<file path="src/rtl/mdp3_pkg.sv">
// Shared constants, state encoding and message record for the MDP3 packet transmitter.
// Byte N of the 37-byte frame sits at bits [FRAME_W-1-8N -: 8] of the packed frame.
package mdp3_pkg;
  localparam int FRAME_BYTES = 37;
  localparam int BEATS       = 5;
  localparam int FRAME_W     = FRAME_BYTES * 8;

  localparam logic [103:0] FRAME_HDR = 104'h4D_44_50_33_00_25_01_02_03_04_05_06_07;

  localparam int OFF_ACTION = 13;
  localparam int OFF_ETYPE  = 14;
  localparam int OFF_SECID  = 15;
  localparam int OFF_SEQ    = 19;
  localparam int OFF_PRICE  = 23;
  localparam int OFF_QTY    = 31;
  localparam int OFF_NORD   = 33;
  localparam int OFF_LVL    = 34;
  localparam int OFF_PAD    = 35;

  typedef enum logic [1:0] {ST_IDLE, ST_PRE, ST_DATA} state_e;

  typedef struct packed {
    logic [1:0]  action;
    logic [1:0]  entry_type;
    logic [31:0] security_id;
    logic [63:0] price;
    logic [15:0] quantity;
    logic [7:0]  num_orders;
    logic [7:0]  price_level;
  } msg_t;

  // Little-endian byte order: least significant byte goes out first.
  function automatic logic [15:0] le16(input logic [15:0] x);
    return {x[7:0], x[15:8]};
  endfunction

  function automatic logic [31:0] le32(input logic [31:0] x);
    return {x[7:0], x[15:8], x[23:16], x[31:24]};
  endfunction

  function automatic logic [63:0] le64(input logic [63:0] x);
    return {le32(x[31:0]), le32(x[63:32])};
  endfunction
endpackage

</file>
<file path="src/rtl/mdp3_frame_pack.sv">
// Combinational frame builder: held message record plus sequence number -> 37-byte frame.
module mdp3_frame_pack
  import mdp3_pkg::*;
(
  input  msg_t               msg,
  input  logic [31:0]        seq_num,
  output logic [FRAME_W-1:0] frame
);
  always_comb begin
    frame = {FRAME_HDR,
             6'd0, msg.action,
             6'd0, msg.entry_type,
             le32(msg.security_id),
             le32(seq_num),
             le64(msg.price),
             le16(msg.quantity),
             msg.num_orders,
             msg.price_level,
             16'h0000};
  end
endmodule

</file>
<file path="src/rtl/mdp3_packet_tx.sv">
// MDP3 packet transmitter: preamble beats then a 5-beat, 64-bit-wide frame per message.
// Optional sequence-number counter is built only when MDP3_TX_SEQNUM_EN is defined.
module mdp3_packet_tx
  import mdp3_pkg::*;
#(
  parameter int PREAMBLE_BEATS = 6
) (
  input  logic        clk,
  input  logic        reset_n,
  input  logic        msg_valid,
  output logic        msg_ready,
  input  logic [1:0]  action,
  input  logic [1:0]  entry_type,
  input  logic [31:0] security_id,
  input  logic [63:0] price,
  input  logic [15:0] quantity,
  input  logic [7:0]  num_orders,
  input  logic [7:0]  price_level,
  input  logic        EN,
  output logic [63:0] data_out,
  output logic        start_packet,
  output logic        end_packet,
  output logic        busy
);
  state_e             state_q, state_d;
  logic [3:0]         cnt_q, cnt_d;
  msg_t               msg_q, msg_d, msg_in;
  logic [31:0]        seq_w;
  logic [FRAME_W-1:0] frame;
  logic [63:0]        beat;
  logic               last_beat;

  assign msg_in    = {action, entry_type, security_id, price, quantity, num_orders, price_level};
  assign last_beat = (state_q == ST_DATA) && (cnt_q == 4'(BEATS - 1));

`ifdef MDP3_TX_SEQNUM_EN
  logic [31:0] seq_num_q, seq_num_d;

  // Only a completed frame consumes a number; a reset-aborted frame does not.
  always_comb begin
    seq_num_d = seq_num_q;
    if (EN && last_beat) seq_num_d = seq_num_q + 32'd1;
  end

  always_ff @(posedge clk) begin
    if (!reset_n) seq_num_q <= '0;
    else          seq_num_q <= seq_num_d;
  end

  assign seq_w = seq_num_q;
`else
  assign seq_w = '0;
`endif

  mdp3_frame_pack u_pack (
    .msg     (msg_q),
    .seq_num (seq_w),
    .frame   (frame)
  );

  always_comb begin
    state_d = state_q;
    cnt_d   = cnt_q;
    msg_d   = msg_q;
    if (EN) begin
      case (state_q)
        ST_IDLE: if (msg_valid) begin
          msg_d   = msg_in;
          state_d = ST_PRE;
          cnt_d   = '0;
        end
        ST_PRE: begin
          if (cnt_q == 4'(PREAMBLE_BEATS - 1)) begin
            state_d = ST_DATA;
            cnt_d   = '0;
          end else begin
            cnt_d = cnt_q + 4'd1;
          end
        end
        ST_DATA: begin
          if (last_beat) begin
            state_d = ST_IDLE;
            cnt_d   = '0;
          end else begin
            cnt_d = cnt_q + 4'd1;
          end
        end
        default: begin
          state_d = ST_IDLE;
          cnt_d   = '0;
        end
      endcase
    end
  end

  always_comb begin
    case (cnt_q)
      4'd0:    beat = frame[FRAME_W-1   -: 64];
      4'd1:    beat = frame[FRAME_W-65  -: 64];
      4'd2:    beat = frame[FRAME_W-129 -: 64];
      4'd3:    beat = frame[FRAME_W-193 -: 64];
      default: beat = {frame[39:0], 24'h0};
    endcase
  end

  // Outputs are gated by reset_n so they drop in the reset cycle itself.
  always_comb begin
    msg_ready    = 1'b0;
    data_out     = '0;
    start_packet = 1'b0;
    end_packet   = 1'b0;
    busy         = 1'b0;
    if (reset_n) begin
      msg_ready    = EN && (state_q == ST_IDLE);
      busy         = (state_q != ST_IDLE);
      start_packet = (state_q == ST_PRE);
      end_packet   = last_beat;
      if (state_q == ST_DATA) data_out = beat;
    end
  end

  always_ff @(posedge clk) begin
    if (!reset_n) begin
      state_q <= ST_IDLE;
      cnt_q   <= '0;
      msg_q   <= '0;
    end else begin
      state_q <= state_d;
      cnt_q   <= cnt_d;
      msg_q   <= msg_d;
    end
  end
endmodule

</file>
<file path="config.mk">
export PLATFORM = sky130hd
export DESIGN_NAME = mdp3_packet_tx
export DESIGN_NICKNAME = d
export VERILOG_FILES = /design/src/rtl/mdp3_pkg.sv /design/src/rtl/mdp3_frame_pack.sv /design/src/rtl/mdp3_packet_tx.sv
export SDC_FILE = /design/constraint.sdc
export NUM_CORES = 1
export LEC_CHECK = 0
export BUFFER_PORTS_ARGS = -buffer_cell sky130_fd_sc_hd__clkbuf_2
export CAP_MARGIN = 30
export CORE_UTILIZATION = 54
export DETAILED_ROUTE_END_ITERATION = 10
export HOLD_SLACK_MARGIN = 0.08
export PLACE_DENSITY = 0.85
export SYNTH_ARGS = -nofsm -noshare
export SYNTH_HDL_FRONTEND = slang
export SYNTH_SLANG_ARGS = --single-unit
</file>
<file path="constraint.sdc">
create_clock -name clk -period 5.4 [get_ports clk]
set_input_delay 0.81 -clock clk [delete_from_list [all_inputs] [get_ports clk]]
set_output_delay 0.81 -clock clk [all_outputs]
set_load 0.005 [all_outputs]
</file>
---- Word level (Yosys, flattened, before mapping) ----
Index checks and enable logic that the tools add are counted.
cells by class
  multiply operators ...................... 0
  shifts and indexed selects .............. 0
  reduce and logical (&&, ||, !) cells .... 8
  add/subtract/negate cells ............... 1
  muxes and demuxes ....................... 15
  order comparisons ....................... 0
  divide/modulo/power cells ............... 0
  bitwise gates (word level) .............. 0
  eq/ne operators ......................... 10
operators by type and width
  cell                                                 count
  case mux 64 bit (4 select lines)                     1
  2-to-1 mux 64 bit                                    2
  2-to-1 mux 4 bit                                     3
  case mux 4 bit (3 select lines)                      1
  equality test 4 x 2 -> 1 bit, second input constant  2
  equality test 4 x 3 -> 1 bit, second input constant  2
  2-to-1 mux 2 bit                                     3
  != test 2 bit, second input constant                 3
  case mux 2 bit (3 select lines)                      1
  adder 4 x 1 -> 4 bit, second input constant          1
  equality test 4 x 1 -> 1 bit, second input constant  1
  zero test 4 bit                                      1
  2-to-1 mux 1 bit                                     4
  AND reduction 4 bit                                  1
  AND reduction 3 bit                                  1
  equality test 2 x 1 -> 1 bit, second input constant  1
  equality test 2 bit, second input constant           1
  logical AND 1 bit                                    2
  zero test 2 bit                                      1
  AND reduction 2 bit                                  1
  nonzero test 2 bit                                   1
storage, ports and cells
  memory bits (read-only) ................. 0
  RAM bits ................................ 0
  memories kept ........................... 0
  bits in registers ....................... 138
  output and inout port bits .............. 68
  latch bits .............................. 0
  input port bits ......................... 136
  word-level logic and storage cells ...... 43

---- Longest topological paths before layout ----
  depth in word-level cells ............... 4
  depth in mapped cells ................... 8

---- Cells and area by module ----
Synthesis repeated with hierarchy kept, for this count alone.
second synthesis, totals
  cells, all modules ...................... 1253
  area, all modules ....................... 9123.8 um^2
modules (own cells, without submodules)
  module           cells an instance  sequential area each (um^2)  area each (um^2)  times used
  mdp3_packet_tx   955                2762.6                       6894.1            1
  mdp3_frame_pack  298                0.0                          2229.6            1

---- Worst setup path after synthesis ----
Ideal clock, no wire load.
  kind .................................... flip-flop to output port
  start ................................... reg cnt_q[0]
  end ..................................... out data_out[47]
  data arrival time ....................... 1.638 ns
  cell stages (with the launch flop) ...... 9
  required time ........................... 4.590 ns
  slack ................................... 2.952 ns
  buffers on the path ..................... 2
  path through ............................ dfxtp_1 inv_1 ha_1 clkbuf_1 or2_4 o31ai_4 buf_4 a22oi_1 nor2_1
between the ends
  word-level cells in the longest chain between the ends .. 4
  elaborated cells on any way between the ends .. 7
RTL lines
  item                                                  RTL line               RTL
  from (decl)                                           mdp3_packet_tx.sv:26   logic [3:0] cnt_q, cnt_d;
  from (signal assigned)                                mdp3_packet_tx.sv:129  cnt_q <= cnt_d;
  equality test 4 x 2 -> 1 bit (tied with other cells)  mdp3_packet_tx.sv:97   case (cnt_q)
  case mux 64 bit (4 select lines) (*)                  mdp3_packet_tx.sv:97
  2-to-1 mux 64 bit (*)                                 mdp3_packet_tx.sv:118  if (state_q == ST_DATA) data_out = beat;
  2-to-1 mux 64 bit (*)                                 mdp3_packet_tx.sv:113  if (reset_n) begin
  to (decl)                                             mdp3_packet_tx.sv:20   output logic [63:0] data_out,
Every way passes the cells marked *; elsewhere a longest branch is shown, timed or not.

---- Worst setup path in the final report ----
  start ................................... reg cnt_q[1]
  end ..................................... out data_out[1]
The elaborated chain is that of the path after synthesis.

==> impl_summary.txt <==
----------------------------------------------------
[GRT]
  Global-route congestion overflow total ... 0
  Antenna violations before repair ... 1
  Via count of the first global-routing pass ... 5,506
  GRT Total Usage ... 29.0%
  Pin count of the biggest net entering global routing ... 89
  First-pass GRT wire length ... 26,300 um

[Floorplanning]
  Overall die width ... 108 um
  Placement row count ... 38
  Num ports ... 204
  Die extent in y ... 108 um
  Initial core utilization ... 55.4%
  Area of the core ... 10,800 sq um
  Die outline area ... 11,600 sq um

[Logic synthesis]
  Top cells by count, synth ... nand2_1 (270), a21oi_1 (155), dfxtp_1 (138)
  Synthesis Warnings ... 0
  Gate Count Post-Synth ... 810
  Asr flop ratio synth ... 0%
  Yosys top cell area share ... 46.0%
  Avg Inst Size Synth ... 7.42 sq um
  Synth Register Bits ... 138
  Number of distinct library cell variants in the gate-level netlist after synthesis ... 36
  Cell area after synthesis ... 6010 sq um
  Cell types with the largest area share after synthesis ... dfxtp_1 (46%), nand2_1 (17%), a21oi_1 (13%), nor2_1 (3.1%), a22o_1 (2.8%)
  Number of synthesized flops with an enable pin ... 0
  Library cell with the highest instance count after synthesis ... nand2_1
  Fraction of the yosys area taken by sequential cells ... 46.0%
  Synthesized net count ... 954
  Post-synth top flop ... dfxtp_1
  Cell type with the highest aggregate area in the netlist ... dfxtp_1

[STA]
  Worst rel slew slack ... 31.7%
  Worst clock skew ... 0.00709 ns
  Setup repair after global routing missed its margin ... no
  Count of final setup violators ... 0
  Total count of max-transition violations in the final report ... 0
  Worst Slack Setup Final ... 0.868 ns
  Final TNS setup ... 0 ns
  Final Hold Fails ... 0
  Worst hold slack ... 0.451 ns
  Crit path time final ... 4.53 ns
  FMAX ... 0.221 GHz
  Measured slew at the worst slew-check pin ... 1.02 ns
  Final cycle utilization of the critical path ... 83.9%

[Outcome]
  Result of the run ... finished, violations left
  Violations in the final reports ... DRC

[Placed design]
  I/O Buffers ... 203
  GP Congestion ... 0.844
  Minimum setup slack after placement ... 1.47 ns
  Half-perimeter wire length after placement ... 10,500 um

[CTS]
  Clock transition at the register clock pins on the worst setup and hold paths after CTS ... 0.06 ns
  CTS tree ... built
  Resize count post-CTS ... 0
  Clock root buffer ... clkbuf_8
  Clock Sink Count ... 138
  CTS H-tree lvls ... 4
  Post-CTS setup repair buffer count ... 0
  TritonCTS Buffers ... 17
  Number of buffers between clock root and the deepest sink ... 2
  Number of buffers inserted for hold repair after clock tree synthesis ... 0
  Clock latency reported for the late side of the worst-skew pair ... 0.53 ns

[Drt]
  Detailed route wirelength on metal3 ... 984 um
  Routed length on met2 ... 7990 um
  DR WL/cell ... 14.8 um
  Total vias in the final route ... 6,153
  Number of violations reported at the end of detailed-routing iteration 0 ... 507
  Via-per-instance ratio ... 5.46
  DRT Pass-1 Iters ... 9
  Final routed DRC violation total ... 2
  Topmost layer with routed signal wires ... met4
  Routed wire length ... 16,700 um
  Detail Route Antenna Nets ... 0
  Met1 wire length ... 7340 um

[Power]
  Switching Share ... 24.7%
  Internal power of the cells ... 1.90 mW
  Gate power share ... 9.9%
  Leakage ... 3.15 nW
  Power density of the placed cells ... 333 nW/um^2
  Total chip power ... 2.52 mW
  Net Switching ... 0.624 mW
  Clock network fraction of total power ... 46.3%
  Flop pwr share ... 43.9%
  Peak ir drop on the vdd network ... 287 uV

[Worst setup path]
  Arrival time of data at the critical path endpoint ... 3.72 ns
  Endpoint type of the worst setup path ... output pin
  Critical Setup Path Class ... reg2out
  Endpoint required time on the critical path ... 4.59 ns
  Worst Path Max Fanout ... 24
  Startpoint types ... flip-flop

[Cells and area]
  Multi-input combinational cell area ... 2960 sq um
  Register Area ... 2760 sq um
  Fillers ... 964
  Layout overhead on the synthesized area ... 26.1%
  Net count, final ... 1,116
  Share of the core filled with cells ... 69.9%
  Fraction of final layout cells with drive strength greater than 1 ... 25.3%

[Hold path]
  Path type of the worst min-delay path ... reg2reg

[Run]
  Maximum capacitance violations ... 0

----------------------------------------------------
[cells by family (layout without fill, tap and decap cells)]
group           after synthesis  after routing  synth area share, %
simple gates                366            366                 24.9
compound gates              224            224                 22.3
flops                       138            138                 46.0
buf+inv                      74            249                 5.20
fa+ha+maj                     8              8                 1.67
other cells                   0              1                    0
[critical path, stage by stage (launching register included)]
cell and delay, ns:
dfxtp_1 0.33, inv_1 0.11, ha_1 0.81, o31a_1 0.55, nand3_1 0.83, a21oi_1 0.40, clkbuf_2 0.16
[power by group through the flow]
stage          logic [mW]  registers [mW]  clock network [mW]
2_1_floorplan       0.159            1.12                   0
3_3_place_gp        0.241            1.13                   0
3_5_place_dp        0.245            1.13                   0
4_1_cts             0.247            1.11                1.18
5_1_grt             0.279            1.11                1.22
6_report            0.249            1.11                1.17
[cell type report]
class | count | share of cell area, %
Multi-Input combinational cell | 598 | 39.0
Sequential cell | 138 | 36.4
Timing Repair Buffer | 209 | 14.0
Clock buffer | 21 | 5.92
Tap cell | 140 | 2.31
Clock inverter | 11 | 1.90
Inverter | 8 | 0.429
Antenna cell | 1 | 0.0330
[layout by cell type, fill, tap and decap left out, drive strengths merged, types with 2 or more instances in the layout]
cell type  synthesis  final
clkinvlp           0      4
clkinv             0      3
a22o              19     19
a222oi             7      7
dfxtp            138    138
inv                8      9
clkbuf            37    224
a31oi              2      2
a22oi             16     16
bufinv             0      3
and2              19     19
nand2            270    270
buf               29      6
o21ai             11     11
a21oi            155    155
nand4              3      3
nor3               8      8
ha                 8      8
and3               3      3
nand3              8      8
nor2              50     50
a221oi             7      7
[registers in the layout, summed over array words and instances (netlist names)]
name     cells
cnt_q        4
msg_q      132
state_q      2
[metal layers]
layer / up-vias / global-route usage [%]
met5: - / 0
met4: 0 / 11.4
met1: 2846 / 38.2
met3: 31 / 6.11
met2: 230 / 46.3
li1: 3046 / -
[path summary, 6_finish.rpt]
| check | slack, ns | cells after the start | start | endpoint |
|---|---|---|---|---|
| worst max-delay path | 0.87 | 6 | cnt_q[1] | data_out[1] |
| worst min register to register | 0.45 | 2 | msg_q[84] | msg_q[84] |
| worst min-delay path | 0.45 | 2 | msg_q[84] | msg_q[84] |
| worst max register to register | 2.87 | 6 | state_q[0] | msg_q[6] |
[metrics by stage]
step           instances  cell area (sq um)
6_report            1126               7580
5_1_grt             1126               7580
4_1_cts             1125               7580
3_5_place_dp        1093               6990
3_3_place_gp        1093               6990
2_1_floorplan        810               6010
Power figures use the tool's default switching activity.
